[config.mk]
export PLATFORM = sky130hd
export DESIGN_NAME = regfile_ctrl
export DESIGN_NICKNAME = d
export VERILOG_FILES = /design/src/rtl/regfile_ctrl.sv
export SDC_FILE = /design/constraint.sdc
export NUM_CORES = 1
export LEC_CHECK = 0
export CORE_ASPECT_RATIO = 0.6
export CORE_UTILIZATION = 35
export CTS_CLUSTER_DIAMETER = 120
export DETAILED_ROUTE_END_ITERATION = 10
export PLACE_DENSITY = 0.79
export SETUP_SLACK_MARGIN = 0.4
export SYNTH_ARGS = -nofsm -noshare
export SYNTH_HDL_FRONTEND = slang
export SYNTH_SLANG_ARGS = --single-unit
[constraint.sdc]
create_clock -name clk -period 2 [get_ports clk]
set_input_delay 0.4 -clock clk [delete_from_list [all_inputs] [get_ports clk]]
set_output_delay 0.4 -clock clk [all_outputs]
set_load 0.005 [all_outputs]
[src/rtl/regfile_ctrl.sv]
// Controller for a 32 x 32-bit register file stored in an external dual-port RAM.
// After reset it zeroes the RAM two words per cycle, then serves writes and paired reads.
module regfile_ctrl (
    input  logic        clk,
    input  logic        resetn,
    input  logic        wr_en,
    input  logic [4:0]  wr_addr,
    input  logic [31:0] wr_data,
    output logic        wr_rdy,
    input  logic        rd_req,
    input  logic [4:0]  rd_addr1,
    input  logic [4:0]  rd_addr2,
    output logic        rd_gnt,
    output logic        rd_valid,
    output logic [31:0] rd_data1,
    output logic [31:0] rd_data2,
    output logic [4:0]  ram_addra,
    output logic [4:0]  ram_addrb,
    output logic        ram_cea,
    output logic        ram_ceb,
    output logic        ram_wea,
    output logic        ram_web,
    output logic [31:0] ram_dia,
    output logic [31:0] ram_dib,
    input  logic [31:0] ram_doa,
    input  logic [31:0] ram_dob,
    output logic        ram_rsta,
    output logic        ram_rstb
);

    typedef enum logic {CLEAR, RUN} state_t;

    state_t      state_q, state_d;
    logic [3:0]  cnt_q, cnt_d;
    logic        valid_q, zero1_q, zero2_q;
    logic [31:0] data1_q, data2_q;
    logic        writeHit;
    logic [31:0] readData1, readData2;

    always_ff @(posedge clk or negedge resetn) begin
        if (!resetn) begin
            state_q <= CLEAR;
            cnt_q   <= 4'd0;
        end else begin
            state_q <= state_d;
            cnt_q   <= cnt_d;
        end
    end

    always_comb begin
        state_d = state_q;
        cnt_d   = cnt_q;
        if (state_q == CLEAR) begin
            cnt_d = cnt_q + 4'd1;
            if (cnt_q == 4'd15) begin
                state_d = RUN;
            end
        end
    end

    // Writes to x0 never touch the RAM, so they must not steal port A from a read.
    assign writeHit = wr_en && (wr_addr != 5'd0);

    always_comb begin
        wr_rdy    = (state_q == RUN);
        rd_gnt    = 1'b0;
        ram_addra = 5'd0;
        ram_addrb = 5'd0;
        ram_cea   = 1'b0;
        ram_ceb   = 1'b0;
        ram_wea   = 1'b0;
        ram_web   = 1'b0;
        ram_dia   = 32'd0;
        ram_dib   = 32'd0;
        if (state_q == CLEAR) begin
            ram_addra = {cnt_q, 1'b0};
            ram_addrb = {cnt_q, 1'b1};
            ram_cea   = 1'b1;
            ram_ceb   = 1'b1;
            ram_wea   = 1'b1;
            ram_web   = 1'b1;
        end else if (writeHit) begin
            ram_addra = wr_addr;
            ram_cea   = 1'b1;
            ram_wea   = 1'b1;
            ram_dia   = wr_data;
        end else if (rd_req) begin
            rd_gnt    = 1'b1;
            ram_addra = rd_addr1;
            ram_addrb = rd_addr2;
            ram_cea   = 1'b1;
            ram_ceb   = 1'b1;
        end
    end

    assign ram_rsta = 1'b0;
    assign ram_rstb = 1'b0;

    // RAM output is only meaningful in the cycle after a grant; afterwards the copy is shown.
    assign readData1 = zero1_q ? 32'd0 : ram_doa;
    assign readData2 = zero2_q ? 32'd0 : ram_dob;
    assign rd_valid  = valid_q;
    assign rd_data1  = valid_q ? readData1 : data1_q;
    assign rd_data2  = valid_q ? readData2 : data2_q;

    always_ff @(posedge clk or negedge resetn) begin
        if (!resetn) begin
            valid_q <= 1'b0;
            zero1_q <= 1'b0;
            zero2_q <= 1'b0;
            data1_q <= 32'd0;
            data2_q <= 32'd0;
        end else begin
            valid_q <= rd_gnt;
            if (rd_gnt) begin
                zero1_q <= (rd_addr1 == 5'd0);
                zero2_q <= (rd_addr2 == 5'd0);
            end
            if (valid_q) begin
                data1_q <= readData1;
                data2_q <= readData2;
            end
        end
    end

endmodule

# == Word-level counts from Yosys, hierarchy flattened ==
# Cells that the tools add are included.
# totals
elab_cells,36
input_bits,115
register_bits,72
# op_classes
muxes,23
reduce_logical,4
add_sub_neg,1
n_eq_ne,1
# ops
operator,count
$mux 32,6
$mux 5,6
$mux 1,11
$logic_not 5->1,2
$reduce_bool 5->1,1
$add 4x1->4 const B,1
$eq 4x4->1 const B,1
$logic_and 1x1->1,1

# == Depth between registers and ports, before layout ==
# Gate-level depths: netlist of the first run.
# logic_depth
word_depth,4
mapped_depth,5
depth_no_buf,3

# == Worst setup path before layout of the first run ==
# OpenSTA, ideal clock, no wires.
# synth_timing
path_kind,input to output
start,input wr_addr[3]
end,output ram_dia[0]
arrival_ps,1271
path_buffers,1
path_slack_ps,329
path_stages,4
cell_sequence,nor4_4 -> a211oi_4 -> buf_6 -> and2_4
# synth_via
elab_chain_len,4
# synth_lines
item,line,rtl
from (decl),7,"input logic [4:0] wr_addr,"
$reduce_bool 5->1,62,assign writeHit = wr_en && (wr_addr != 5'd0);
$logic_and 1x1->1,62,
$mux 32,82,end else if (writeHit) begin
$mux 32,75,if (state_q == CLEAR) begin
to (decl),23,"output logic [31:0] ram_dia,"
# Every way passes these cells.

# == Final worst setup path of the first run ==
# layout_timing
start,input wr_addr[2]
end,output ram_dia[26]
# Same word-level chain as after synthesis.

==> flow_summary.yaml, run 1 <==
outcome:
  outcome: "finished, violations left"
  violations: "negative setup slack"
setup_path:
  r2r_start: "rd_valid$_DFF_PN0_"
  required_ps: 1600
  worstPathArrival_ps: 1660
  crit_fanout: 6
  critPathCaptureType: "primary output"
  crit_chain: "buf_8 > nor4_4 > buf_4 > a211oi_4 > buf_6 > buf_12 > buf_8 > and2_4 > buf_6"
  cp-startpoint: "wr_addr[2]"
  r2r_cells: 12
  slowest_delay_ps: 270
  rrSetupSlack_ps: 140
  rr_endpoint: "data1_q[23]$_DFF_PN0_"
  crit_buf_inv: 6
  critical_path_class: "input port to primary output"
  crit_family: "buffers and inverters"
  cp.depth: 9
  start_kind: "input port"
  critical_path.endpoint: "ram_dia[26]"
  critPathSlowestCell: "nor4_4"
global_route:
  grt_pass1_wl_um: 24090
  grt_pass1_vias: 4489
  grt_max_degree: 39
  grt_util_all_layers_pct: 29.72
  antenna_found_initial: 0
  gr-total-overflow: 0
finish:
  multiInputGateArea_um2: 2409
  mostFrequentLayoutCell: "clkdlybuf4s50_1"
  fin_area_um2: 8840
  fin_cells: 936
  fillerInstances: 426
  syn_to_final_growth_pct: 139.6
  final_cell_mix: "clkdlybuf4s50_1 (106), buf_6 (103), buf_2 (75)"
  num-nets-final: 912
  antennaDiodeCount: 0
  seq_area_um2: 1804
  drive_gt1_share_pct: 60.42
logic_synthesis:
  yosysSeqAreaShare_pct: 48.83
  synthCells: 414
  avgSynthCellArea_um2: 8.913
  netlist_area_um2: 3690
  synthArstFlopShare_pct: 100.0
  synth_edf_count: 0
  yosysWarnings: 0
  ys_types: 37
  synth_flop_cell: "dfrtp_1"
  synth-seq-cells: 72
clock_tree:
  htree_levels: 3
  clk_latency_ps: 320
  clkSinkCount: 72
  cts_buffer_depth: 2
  cts_tree: "built"
  cts_root_buf: "clkbuf_16"
  clk_pin_slew_ps: 60
  cts_hold_buffers: 0
  cts_buffers: 9
power_and_ir_drop:
  p_switching_mw: 1.551
  p_sw_share_pct: 27.63
  p_per_area_nw_per_um2: 634.9
  p_seq_share_pct: 30.3
  leakage_nw: 4.557
  ir_worst_vdd_mv: 0.5162
  clkPwrFrac_pct: 32.7
  power_frac_comb_pct: 37.0
  intPower_mw: 4.062
timing:
  fin_crit_sh_pct: 102.9
  setup_viol: 16
  fmax_mhz: 485.9
  fin_ws_ps: -57.94
  rsz0062_at_grt: "yes"
  slew_violations: 0
  finalHoldViolCount: 0
  min_period_ps: 2058
  holdWs_ps: 22.95
  finalClockSkew_ps: 7.022
drt:
  met2WireLength_um: 9427
  drtIter0Drc: 160
  totalWireLength_um: 18430
  avgRoutedWirePerCell_um: 19.69
  highest_layer: "met4"
  dr.pass1.iters: 4
  drt-met1-wl_um: 7374
  dr_total_vias: 4430
  viasPerCell: 4.733
  wl_met3_um: 1148
  antenna_left: 0
  drcViolationCount: 0
placement:
  place_area_um2: 6126
  place_hpwl_um: 8952
  gp_congestion: 0.9108
  place_inst: 779
  portBuffers: 227
  pre_cts_slack_ps: -695.9
floorplan:
  io_pins: 262
  rows: 28
  die_h_um: 81.53
  start_util_pct: 36.70
  core_um2: 10050
  fp.dieW_um: 134.6
  fp.dieArea_um2: 10970
hold_path:
  worstHoldPathType: "input port to asynchronous set/reset pin"
job:
  cap_violations: 0
synth_stat cells, types with 2 or more instances:
cell       instances  share of area (%)
a31oi_1            4               0.68
o21ai_0           55                7.5
nand3_1            8                1.1
a21oi_1            4               0.54
and2_4            30                7.1
buf_6              3               0.92
nor2b_1            3               0.51
nor2_1             6               0.61
o21ai_1           10                1.4
dfrtp_1           72                 49
o2bb2ai_1          3               0.71
clkbuf_1           8               0.81
buf_2              7               0.95
xnor2_1            3               0.71
mux2_2             3               0.92
nand2_1           69                7.0
and2_2             2               0.41
inv_2              2               0.20
inv_1             68                6.9
buf_4             34                6.9
or4_1              2               0.41
nand4_1            3               0.51
cells by family (layout without fill, tap and decap cells):
family          after synthesis  count (layout)  synth area share (%)
compound gates               84              84                 13.09
flops                        72              72                 48.83
buf+inv                     123             477                 17.09
xor+xnor                      3               3                0.7122
simple gates                127             127                 18.92
other cells                   1              34                0.1016
mux                           3               3                0.9155
fa+ha+maj                     1               1                0.3390
cell type report:
type                            instances  area share [%]
Inverter                               70           3.001
Multi-Input combinational cell        252           27.25
Tap cell                              135           1.911
Timing Repair Buffer                  391           43.51
Sequential cell                        72           20.41
Clock buffer                           11           2.746
Clock inverter                          5           1.175
metal layers:
layer / vias up / global-route usage, %
met5: - / 0
met4: 0 / 7.753
met3: 48 / 7.531
met2: 183 / 52.33
met1: 2185 / 36.84
li1: 2014 / -
per-stage QoR:
step / utilization, % / TNS [ps] / total power [mW]
2_1_floorplan: - / 0 / 2.117
3_3_place_gp: 60.93 / -25660 / 2.896
3_5_place_dp: 60.93 / -27460 / 2.926
4_1_cts: 80.23 / -664.9 / 5.207
5_1_grt: 87.92 / -2044 / 5.843
6_report: 87.92 / -685.5 / 5.613
sequential cells by signal (all words and copies together), names as in the netlist:
register,count
cnt_q,4
rd_valid,1
data1_q,32
wr_rdy,1
zero1_q,1
zero2_q,1
data2_q,32
power by group through the flow:
stage          clock, mW  sequential [mW]  combinational [mW]
2_1_floorplan          0             1.70               0.420
3_3_place_gp           0             1.70                1.19
3_5_place_dp           0             1.71                1.22
4_1_cts             1.85             1.69                1.67
5_1_grt             1.94             1.72                2.18
6_report            1.83             1.70                2.08
what timing repair did:
action,CTS,global route
buffers inserted,88,40
pin swaps,60,35
endpoints found under the setup margin,115,119
gates cloned,11,2
gates resized for setup,806,86
hold endpoints to repair,0,0
how the worst min path moves through the flow:
stage                 from               endpoint  depth (start not counted)
global route        resetn  data2_q[17]$_DFF_PN0_                          1
global placement    resetn  data2_q[17]$_DFF_PN0_                          1
CTS                 resetn  data2_q[17]$_DFF_PN0_                          1
floorplan           resetn   cnt_q[0]$_DFFE_PN0N_                          0
finish              resetn  data2_q[17]$_DFF_PN0_                          1
detailed placement  resetn  data2_q[17]$_DFF_PN0_                          1
(Power assumes the default switching activity.)
==> run 2, diff against run 1 <==
--- a/config.mk
+++ b/config.mk
@@ -5,12 +5,13 @@
 export SDC_FILE = /design/constraint.sdc
 export NUM_CORES = 1
 export LEC_CHECK = 0
-export CORE_ASPECT_RATIO = 0.6
+export CORE_ASPECT_RATIO = 0.7
 export CORE_UTILIZATION = 35
 export CTS_CLUSTER_DIAMETER = 120
 export DETAILED_ROUTE_END_ITERATION = 10
 export PLACE_DENSITY = 0.79
 export SETUP_SLACK_MARGIN = 0.4
+export SLEW_MARGIN = 20
 export SYNTH_ARGS = -nofsm -noshare
 export SYNTH_HDL_FRONTEND = slang
 export SYNTH_SLANG_ARGS = --single-unit
==> run 2 against run 1 <==
Effect of this change: the run still ends with negative setup slack left; fmax up 1.7%; clock skew up 0.97 ps; clock power down 2%; setup slack better by 34 ps; via count about the same; count of clock-buffer cells in the layout up 1; largest power group unchanged; sequential cell count unchanged; critical path depth down 2; combinational power down 9.6%; sequential share of layout area up 0.78 points; final area down 3.8%.
==> flow_summary.yaml, run 2 (synthesis results as in run 1) <==
setup_path:
  slowest_delay_ps: 410
  path_common_cell: "buf_12"
  critical_path_class: "register to primary output"
  start_kind: "register"
  r2r_cells: 12
  rrSetupSlack_ps: 40
  worstPathArrival_ps: 1620
  crit_buf_inv: 4
  critPathCaptureType: "primary output"
  crit_chain: "nor2b_4 > buf_12 > buf_12 > buf_12 > nand2_4 > o21ai_2 > buf_2"
  required_ps: 1600
  rr_endpoint: "data1_q[20]$_DFF_PN0_"
  crit_family: "buffers and inverters"
  critPathSlowestCell: "dfrtp_2"
  r2r_start: "rd_valid$_DFF_PN0_"
  crit_fanout: 6
placement:
  portBuffers: 227
  place_hpwl_um: 8608
  gp_congestion: 0.8100
  place_inst: 776
clock_tree:
  clk_pin_slew_ps: 60
  cts_tree: "built"
  cts_buffer_depth: 2
  htree_levels: 3
  clk_latency_ps: 320
  cts_root_buf: "clkbuf_16"
  cts_buffers: 9
  clkSinkCount: 72
  cts_hold_buffers: 0
timing:
  slew_headroom_pct: 62.97
  finalHoldViolCount: 0
  fin_ws_ps: -23.52
  worst_pin_slew_ps: 555.4
  holdWs_ps: 64.27
  finalClockSkew_ps: 7.996
  min_period_ps: 2024
  rsz0062_at_grt: "yes"
  setup_viol: 5
  fmax_mhz: 494.2
  slew_violations: 0
  fin_crit_sh_pct: 101.2
  setup-tns-final_ps: -52.76
drt:
  drtIter0Drc: 173
  drcViolationCount: 0
  antenna_left: 0
  dr.pass1.iters: 5
  viasPerCell: 4.785
  totalWireLength_um: 17010
  avgRoutedWirePerCell_um: 18.37
  dr_total_vias: 4431
power_and_ir_drop:
  clkPwrFrac_pct: 33.3
  ir_worst_vdd_mv: 0.4474
  p_switching_mw: 1.472
  p_seq_share_pct: 31.6
  power_frac_comb_pct: 35.1
  p_sw_share_pct: 27.42
  p_per_area_nw_per_um2: 631.0
  intPower_mw: 3.897
  leakage_nw: 4.418
global_route:
  gr-total-overflow: 0
  antenna_found_initial: 0
  grt_pass1_vias: 4132
  grt_pass1_wl_um: 21330
  grt_util_all_layers_pct: 25.20
  grt_max_degree: 42
floorplan:
  rows: 30
  fp.dieArea_um2: 10960
  io_pins: 262
  start_util_pct: 37.09
  core_um2: 9947
  die_h_um: 87.91
  fp.dieW_um: 124.7
finish:
  num-nets-final: 909
  syn_to_final_growth_pct: 130.6
  fin_cells: 926
  mostFrequentLayoutCell: "clkdlybuf4s50_1"
  top_regs: "data1_q (32), data2_q (32), cnt_q (4)"
  antennaDiodeCount: 0
  fillerInstances: 519
  drive_gt1_share_pct: 60.03
  final_cell_mix: "clkdlybuf4s50_1 (106), buf_4 (94), buf_6 (78)"
outcome:
  outcome: "finished, violations left"
  violations: "negative setup slack"
job:
  cap_violations: 0
hold_path:
  worstHoldPathType: "input port to asynchronous set/reset pin"
==> run 2: cell types whose count changed in the layout (fill, tap and decap cells not counted), moves of 3 or more <==
cell	delta
buf_6	-25
buf_4	+21
nand2_4	-11
nand2_2	+9
o21ai_2	+9
o21ai_4	-8
buf_16	-6
buf_8	+3
nand2_1	+3
==> run 2: cell type report <==
cell class                      count  area (um2)  area share (%)
Multi-Input combinational cell    253        2291           26.93
Tap cell                          128       160.2           1.882
Clock buffer                       12       266.5           3.132
Inverter                           70       265.3           3.118
Clock inverter                      4       73.82          0.8676
Sequential cell                    72        1803           21.19
Timing Repair Buffer              387        3649           42.88
==> run 2: stage by stage <==
| stage | setup slack (ps) | utilization (%) | instance area [um2] | total power [mW] |
|---|---|---|---|---|
| finish | -23.52 | 85.53 | 8508 | 5.369 |
| global route | -73.99 | 85.53 | 8508 | 5.567 |
| CTS | 0.3546 | 74.09 | 7370 | 4.925 |
| detailed placement | -1236 | 61.67 | 6135 | 2.937 |
| global placement | -1137 | 61.67 | 6135 | 2.906 |
| floorplan | 347.7 | - | 3814 | 2.117 |
==> run 2: power groups by stage <==
stage / registers [mW] / logic [mW] / clock network (mW)
global placement: 1.71 / 1.20 / 0
CTS: 1.69 / 1.43 / 1.80
detailed placement: 1.71 / 1.22 / 0
finish: 1.70 / 1.88 / 1.79
global route: 1.71 / 1.98 / 1.87
floorplan: 1.70 / 0.420 / 0
==> run 2: how the worst max path moves through the flow <==
stage                                  start      endpoint  slack [ps]  cells past startpoint
after floorplan                   wr_addr[0]    ram_dia[0]         350                      4
after global placement            wr_addr[2]   ram_dia[22]       -1140                      5
after detailed placement          wr_addr[2]    ram_dia[9]       -1240                      5
after CTS                 rd_valid$_DFF_PN0_  rd_data1[20]         0.4                      7
after global routing      rd_valid$_DFF_PN0_  rd_data1[14]         -70                      7
final                     rd_valid$_DFF_PN0_   rd_data1[5]         -20                      7
==> run 2: worst reg2reg max path, cell delays in order, from the launching register on <==
cell and delay [ps]:
dfrtp_2 440, nor2b_4 160, buf_12 140, buf_16 140
buf_8 120, nand2_1 60, o21ai_2 60, buf_4 130
buf_4 120, buf_4 120, buf_4 120, buf_4 120
buf_4 120
==> run 2: routing by layer <==
metal	global-route usage [%]	up-vias	part of all wire [%]	wire, um
met5	0	-	0	0
met4	6.572	0	2.8	482
met3	7.208	46	5.0	847
met2	45.25	188	53	9032
met1	30.03	2184	39	6644
li1	-	2013	-	-
==> run 2: what timing repair did <==
item / CTS / global route
setup endpoints to repair: 115 / 116
pin swaps: 30 / 55
setup buffers: 63 / 61
hold endpoints to repair: 0 / 0
cloned: 7 / 3
gates resized for setup: 629 / 217
